**src/rtl/instr_encoder_if.sv**
```systemverilog
// Instruction-field stream into the encoder plus the instruction-memory write port.
// The master side is the program source and memory model; the slave side is the encoder.
interface instr_encoder_if #(
  parameter int ADDR_W = 8
);
  logic              in_valid;
  logic              in_ready;
  logic              is_rtype;
  logic [5:0]        code;
  logic [4:0]        rs;
  logic [4:0]        rt;
  logic [4:0]        rd;
  logic [4:0]        shamt;
  logic [15:0]       imm;
  logic [25:0]       target;
  logic              imem_we;
  logic [ADDR_W-1:0] imem_addr;
  logic [31:0]       imem_wdata;
  logic              imem_ack;

  // A field transfer happens on the rising edge where in_valid && in_ready; a memory
  // write completes on the edge where imem_we && imem_ack, with addr/wdata held until then.
  modport master (
    output in_valid, is_rtype, code, rs, rt, rd, shamt, imm, target, imem_ack,
    input  in_ready, imem_we, imem_addr, imem_wdata
  );

  modport slave (
    input  in_valid, is_rtype, code, rs, rt, rd, shamt, imm, target, imem_ack,
    output in_ready, imem_we, imem_addr, imem_wdata
  );
endinterface

```
**src/rtl/instr_encoder.sv**
```systemverilog
// Packs symbolic MIPS instruction fields into 32-bit words and writes them to
// instruction memory at an auto-incrementing address until SYSCALL or memory full.
module instr_encoder #(
    parameter int                ADDR_W    = 8,
    parameter logic [ADDR_W-1:0] BASE_ADDR = '0
) (
    input  logic              clk,
    input  logic              rst_b,
    input  logic              restart,
    instr_encoder_if.slave    bus,
    output logic              err_illegal,
    output logic              halted,
    output logic              full,
    output logic [ADDR_W:0]   word_count,
    output logic [1:0]        state_dbg
);

    typedef enum logic [1:0] {
        S_IDLE   = 2'd0,
        S_WRITE  = 2'd1,
        S_HALTED = 2'd2,
        S_FULL   = 2'd3
    } state_t;

    state_t            state;
    logic              in_ready_q;
    logic              we_q;
    logic [ADDR_W-1:0] addr_q;
    logic [31:0]       wdata_q;
    logic              sys_q;

    logic [31:0]       enc_word;
    logic              enc_legal;
    logic              enc_sys;

    // Field packing; fields a format does not use are forced to zero.
    always_comb begin
        enc_word  = '0;
        enc_legal = 1'b0;
        enc_sys   = 1'b0;
        if (bus.is_rtype) begin
            case (bus.code)
                6'h20, 6'h21, 6'h22, 6'h23, 6'h24, 6'h25, 6'h26, 6'h27,
                6'h2A, 6'h18, 6'h1A, 6'h04, 6'h06: begin
                    enc_legal = 1'b1;
                    enc_word  = {6'd0, bus.rs, bus.rt, bus.rd, 5'd0, bus.code};
                end
                6'h00, 6'h02, 6'h03: begin
                    enc_legal = 1'b1;
                    enc_word  = {6'd0, 5'd0, bus.rt, bus.rd, bus.shamt, bus.code};
                end
                6'h08: begin
                    enc_legal = 1'b1;
                    enc_word  = {6'd0, bus.rs, 15'd0, 6'h08};
                end
                6'h0C: begin
                    enc_legal = 1'b1;
                    enc_sys   = 1'b1;
                    enc_word  = 32'h0000_000C;
                end
                default: ;
            endcase
        end else begin
            case (bus.code)
                6'h08, 6'h09, 6'h0A, 6'h0C, 6'h0D, 6'h0E,
                6'h23, 6'h2B, 6'h04, 6'h05: begin
                    enc_legal = 1'b1;
                    enc_word  = {bus.code, bus.rs, bus.rt, bus.imm};
                end
                6'h06, 6'h07: begin
                    enc_legal = 1'b1;
                    enc_word  = {bus.code, bus.rs, 5'd0, bus.imm};
                end
                6'h01: begin
                    // BGEZ is REGIMM with rt selecting the condition.
                    enc_legal = 1'b1;
                    enc_word  = {6'h01, bus.rs, 5'd1, bus.imm};
                end
                6'h02, 6'h03: begin
                    enc_legal = 1'b1;
                    enc_word  = {bus.code, bus.target};
                end
                default: ;
            endcase
        end
    end

    always_ff @(posedge clk or negedge rst_b) begin
        if (!rst_b) begin
            state       <= S_IDLE;
            in_ready_q  <= 1'b1;
            we_q        <= 1'b0;
            addr_q      <= BASE_ADDR;
            wdata_q     <= '0;
            sys_q       <= 1'b0;
            err_illegal <= 1'b0;
            halted      <= 1'b0;
            full        <= 1'b0;
            word_count  <= '0;
        end else begin
            err_illegal <= 1'b0;
            if (restart) begin
                // Abandons any write still waiting for its ack.
                state      <= S_IDLE;
                in_ready_q <= 1'b1;
                we_q       <= 1'b0;
                addr_q     <= BASE_ADDR;
                halted     <= 1'b0;
                full       <= 1'b0;
                word_count <= '0;
            end else begin
                case (state)
                    S_IDLE: begin
                        if (bus.in_valid) begin
                            if (enc_legal) begin
                                wdata_q    <= enc_word;
                                sys_q      <= enc_sys;
                                state      <= S_WRITE;
                                in_ready_q <= 1'b0;
                                we_q       <= 1'b1;
                            end else begin
                                err_illegal <= 1'b1;
                            end
                        end
                    end
                    S_WRITE: begin
                        if (bus.imem_ack) begin
                            we_q       <= 1'b0;
                            word_count <= word_count + 1'b1;
                            if (sys_q) begin
                                state  <= S_HALTED;
                                halted <= 1'b1;
                                full   <= (addr_q == '1);
                            end else if (addr_q == '1) begin
                                state <= S_FULL;
                                full  <= 1'b1;
                            end else begin
                                state      <= S_IDLE;
                                in_ready_q <= 1'b1;
                                addr_q     <= addr_q + 1'b1;
                            end
                        end
                    end
                    default: ;
                endcase
            end
        end
    end

    assign bus.in_ready   = in_ready_q;
    assign bus.imem_we    = we_q;
    assign bus.imem_addr  = addr_q;
    assign bus.imem_wdata = wdata_q;
    assign state_dbg      = state;

endmodule
```
**src/flat_wrapper.sv**
```systemverilog
// flat-port wrapper written by rule: the top's interface ports become plain ports
module instr_encoder_flat 
#(
    parameter int                ADDR_W    = 8,
    parameter logic [ADDR_W-1:0] BASE_ADDR = '0
)
  (clk, rst_b, restart, err_illegal, halted, full, word_count, state_dbg, bus_in_valid, bus_is_rtype, bus_code, bus_rs, bus_rt, bus_rd, bus_shamt, bus_imm, bus_target, bus_imem_ack, bus_in_ready, bus_imem_we, bus_imem_addr, bus_imem_wdata);
  instr_encoder_if #(.ADDR_W(ADDR_W)) bus_i ();
  input  logic clk;
  input  logic rst_b;
  input  logic restart;
  output logic err_illegal;
  output logic halted;
  output logic full;
  output logic [ADDR_W:0] word_count;
  output logic [1:0] state_dbg;
  input wire logic [$bits(bus_i.in_valid)-1:0] bus_in_valid;
  input wire logic [$bits(bus_i.is_rtype)-1:0] bus_is_rtype;
  input wire logic [$bits(bus_i.code)-1:0] bus_code;
  input wire logic [$bits(bus_i.rs)-1:0] bus_rs;
  input wire logic [$bits(bus_i.rt)-1:0] bus_rt;
  input wire logic [$bits(bus_i.rd)-1:0] bus_rd;
  input wire logic [$bits(bus_i.shamt)-1:0] bus_shamt;
  input wire logic [$bits(bus_i.imm)-1:0] bus_imm;
  input wire logic [$bits(bus_i.target)-1:0] bus_target;
  input wire logic [$bits(bus_i.imem_ack)-1:0] bus_imem_ack;
  output wire logic [$bits(bus_i.in_ready)-1:0] bus_in_ready;
  output wire logic [$bits(bus_i.imem_we)-1:0] bus_imem_we;
  output wire logic [$bits(bus_i.imem_addr)-1:0] bus_imem_addr;
  output wire logic [$bits(bus_i.imem_wdata)-1:0] bus_imem_wdata;
  assign bus_i.in_valid = bus_in_valid;
  assign bus_i.is_rtype = bus_is_rtype;
  assign bus_i.code = bus_code;
  assign bus_i.rs = bus_rs;
  assign bus_i.rt = bus_rt;
  assign bus_i.rd = bus_rd;
  assign bus_i.shamt = bus_shamt;
  assign bus_i.imm = bus_imm;
  assign bus_i.target = bus_target;
  assign bus_i.imem_ack = bus_imem_ack;
  assign bus_in_ready = bus_i.in_ready;
  assign bus_imem_we = bus_i.imem_we;
  assign bus_imem_addr = bus_i.imem_addr;
  assign bus_imem_wdata = bus_i.imem_wdata;
  instr_encoder #(.ADDR_W(ADDR_W), .BASE_ADDR(BASE_ADDR)) u_core (.clk(clk), .rst_b(rst_b), .restart(restart), .bus(bus_i), .err_illegal(err_illegal), .halted(halted), .full(full), .word_count(word_count), .state_dbg(state_dbg));
endmodule
```
**config.mk**
```make
export PLATFORM = sky130hd
export DESIGN_NAME = instr_encoder_flat
export DESIGN_NICKNAME = d
export VERILOG_FILES = /design/src/rtl/instr_encoder_if.sv /design/src/rtl/instr_encoder.sv /design/src/flat_wrapper.sv
export SDC_FILE = /design/constraint.sdc
export NUM_CORES = 1
export LEC_CHECK = 0
export CAP_MARGIN = 20
export CELL_PAD_IN_SITES_DETAIL_PLACEMENT = 1
export CELL_PAD_IN_SITES_GLOBAL_PLACEMENT = 1
export CORE_MARGIN = 5
export CORE_UTILIZATION = 29
export DETAILED_ROUTE_END_ITERATION = 12
export GPL_TIMING_DRIVEN = 0
export PLACE_DENSITY = 0.8
export REMOVE_ABC_BUFFERS = 1
export SYNTH_ARGS = -nofsm -noshare
export SYNTH_HDL_FRONTEND = slang
export SYNTH_SLANG_ARGS = --single-unit
```
**constraint.sdc**
```tcl
create_clock -name clk -period 1.5 [get_ports clk]
set_input_delay 0.3 -clock clk [delete_from_list [all_inputs] [get_ports clk]]
set_output_delay 0.3 -clock clk [all_outputs]
set_load 0.02 [all_outputs]
```
==> metrics.md <==
| Metric | Value |
|---|---|
| Setup Crit Path Kind | flop to flop |
| # diodes | 0 |
| Die area | 13,200 µm² |
| Worst slew pin tran | 690 ps |
| Leak pwr | ~2.5 nW |
| H-tree depth | 3 |
| Hold Path Class | input port to async pin |
| Post-route DRC | 0 |
| Clock insertion delay at the later pin of the skew report | 340 ps |
| Ys async rst share | 100% |
| WP data arrival | 1880 ps |
| Post-synthesis register bit count | 57 |
| Peak supply drop | ~0.00049 V |
| Synth cell types | 56 |
| Setup violators final | 32 |
| Largest area contributor in the synthesized netlist | dfrtp_1 |
| Synth-to-Final Area Change | 68.2% |
| FMAX | 603 MHz |
| Status | complete, but fails checks |
| CTS tree | done |
| Hold slack final | -3.86 ps |
| Final Slew Violations | 0 |
| Core Footprint | 10,800 µm² |
| CTS Root Cell | clkbuf_8 |
| Top cell type's share of synthesized area | approximately 44% |
| Detail Placement HPWL | 8320 µm |
| Hold buffers post-CTS | 0 |
| CP max-delay cell | dfrtp_1 |
| Longest Clk Path Bufs | 2 |
| # port buffers | 129 |
| Slowest stage delay, CP | a little under 400 ps |
| DRT antenna net count | 0 |
| CP required | 1720 ps |
| Total grt overflow | 0 |
| Initial antenna violation count | 0 |
| Worst Skew | approximately 6.3 ps |
| DR vias/cell | 5.13 |
| Initial core utilization | 29.5% |
| Crit-path leading delay family | buffers and inverters |
| Avg Inst Size Synth | roughly 9.6 µm² |
| Largest net degree at the start of global routing | 31 |
| Vias | roughly 3,300 |
| Total power | 4.26 mW |
| Reg clk slew, reported paths | 70 ps |
| Drt initial violations | ~180 |
| RSZ-0062 raised after global routing | yes |
| Place WS | -1740 ps |
| Clock Sinks | 57 |
| Synth top area cells | dfrtp_1 (44%), nand2_1 (5.0%), o21ai_1 (4.2%), a22oi_1 (3.8%), nor2_1 (3.5%) |
| CTS Buf Count | 9 |
| Synth Flop Type | dfrtp_1 |
| Register area share after synthesis | 44.6% |
| Rel. slew slack | 54.0% |
| Vias in the first global route | 3,619 |
| CP Launch Type | flop |
| Final Worst Setup Slack | -158 ps |
| WL/cell | 18.7 µm |
| EDFF count, synth | 0 |
| Crit end category | flop |
| Final Wtd Congestion | 0.833 |
| Row count | 38 |
| Crit-path max FO | 5 |
| GRT Util Overall | 18.3% |
| Cell with the most instances on the worst path | buf_4 |
| Die height | 115 µm |
| IO Count | 130 |
| Yosys warns | 0 |
| Fin. Hold Viols | 4 |
| Post-Syn Instances | about 330 |
| Die width | 115 µm |
| Max Cap Viol | 0 |
| Setup_tns | -2670 ps |
| WL final | ~12,000 µm |
| Reg-to-reg slack, setup | -160 ps |
| Final net count | 578 |
| Layout fillers | 1,223 |
| Syn Std Cell Area | 3200 µm² |
| Failing checks | hold timing, setup timing |
| Final min period | 1660 ps |
| Cell Pwr Density | 790 nW/µm² |
| Buf/Inv on CP | 3 |
| CP Cell Sequence | buf_4, nor2_2, nand2_2, nor2_4, o31ai_4, buf_4, buf_12, mux2_4 |
| Period Utilization, post-route | 111% |
| TritonRoute pass-1 iters | 6 |
| Share of cells above drive strength 1 | 27.6% |
| Global-route wire length before repair | 19,000 µm |
stage by stage:
step | utilization [%] | hold slack [ps] | std cells | instance area [µm²]
2_1_floorplan | - | 4.41 | 313 | 3060
3_3_place_gp | 41.8 | 459 | 582 | 4530
3_5_place_dp | 42.2 | 378 | 585 | 4570
4_1_cts | 47.9 | 3.46 | 635 | 5190
5_1_grt | 49.7 | 37.3 | 647 | 5390
6_report | 49.7 | -3.86 | 647 | 5390
kinds of logic (layout without fill, tap and decap cells):
logic type / count (synthesis) / in the layout / synth area share (%)
XOR/XNOR: 13 / 13 / 3.55
AO/OA/AOI/OAI: 106 / 106 / 23.6
buffers and inverters: 25 / 198 / 4.96
adder cells (fa/ha/maj): 2 / 2 / 0.781
AND/OR/NAND/NOR: 123 / 124 / 19.6
multiplexers: 7 / 7 / 2.97
flip-flops: 57 / 57 / 44.6
state kept, by name, summed over array words and instances (netlist names):
register / flops
u_core.bus.imem_we: 1
u_core.bus.in_ready: 1
u_core.full: 1
u_core.bus.imem_wdata: 32
u_core.halted: 1
u_core.err_illegal: 1
u_core.word_count: 9
u_core.bus.imem_addr: 8
u_core.state_dbg: 2
u_core.sys_q: 1
area by class of cell:
class	count	area, µm²	area share (%)
Clock inverter	4	50.0	0.929
Timing Repair Buffer	177	1670	31.0
Multi-Input combinational cell	252	1870	34.8
Tap cell	140	175	3.25
Sequential cell	57	1430	26.6
Inverter	5	18.8	0.348
Clock buffer	12	165	3.07
where the power goes:
part	switching, mW	internal [mW]	total, mW
combinational	0.502	0.475	0.976
sequential	0.0568	1.63	1.69
clock	0.689	0.901	1.59
cells in the final DEF, fill, tap and decap left out, types with 3 or more instances in the layout:
master           count
mux2_4               5
a222oi_1             7
or3_1                3
and2_1               4
nand2_1             29
clkbuf_8            12
buf_4               34
clkdlybuf4s50_1     64
nor2b_1              3
nand2b_1             6
nand2_2             13
o21ai_0             10
o2bb2ai_1            5
nor2_1              24
buf_12               4
o21ai_2              4
a22oi_1             16
inv_1                4
buf_6               13
dlygate4sd2_1       50
nor2_2               3
o21ai_1             24
o31ai_4              3
xor2_1              10
clkbuf_2             4
dfrtp_2              3
a22o_1               6
nand4_1              8
o21a_1               3
nand3_1              4
nor2_4               3
dfrtp_1             53
a21oi_1              9
what timing repair did:
item	CTS	global route
cloned	2	0
resized for setup	151	39
buffers inserted	32	13
pin swaps	23	14
endpoints found under the setup margin	107	52
layer usage:
| metal | track usage, % | vias up | routed length [µm] |
|---|---|---|---|
| met1 | 21.5 | 1643 | 4980 |
| li1 | - | 1567 | - |
| met5 | 0 | - | 0 |
| met2 | 33.3 | 96 | 6390 |
| met3 | 3.32 | 16 | 557 |
| met4 | 6.18 | 0 | 198 |
synthesized netlist by cell type, drive strengths merged, types with 2 or more instances:
master   count
nand2b       7
o21ai       38
a22oi       16
a222oi       7
o2bb2ai      5
a221oi       2
and3b        3
or3          4
o2111a       2
and2         4
and3         3
a32o         2
mux2i        2
o21a         3
xnor2        2
nand2       43
clkbuf       5
xor2        11
o31ai        3
a22o         6
nor2b        6
nor3         2
a21oi       10
mux2         5
inv          5
nor2        30
ha           2
dfrtp       56
nand3        7
nand4        8
nor4         2
o21bai       2
a31oi        3
buf         15
final timing paths:
path / startpoint / endpoint / depth (start not counted)
worst max-delay path: u_core.state_dbg[1] / u_core.bus.imem_wdata[23] / 8
worst min-delay path: rst_b / u_core.word_count[6] / 1
worst max register to register: u_core.state_dbg[1] / u_core.bus.imem_wdata[23] / 8
worst min register to register: u_core.bus.imem_wdata[26] / u_core.bus.imem_wdata[26] / 2
max in group asynchronous: rst_b / u_core.bus.imem_wdata[31] / 2
min in group clk: bus_code[0] / u_core.bus.imem_wdata[26] / 3
(Power assumes the default switching activity.)
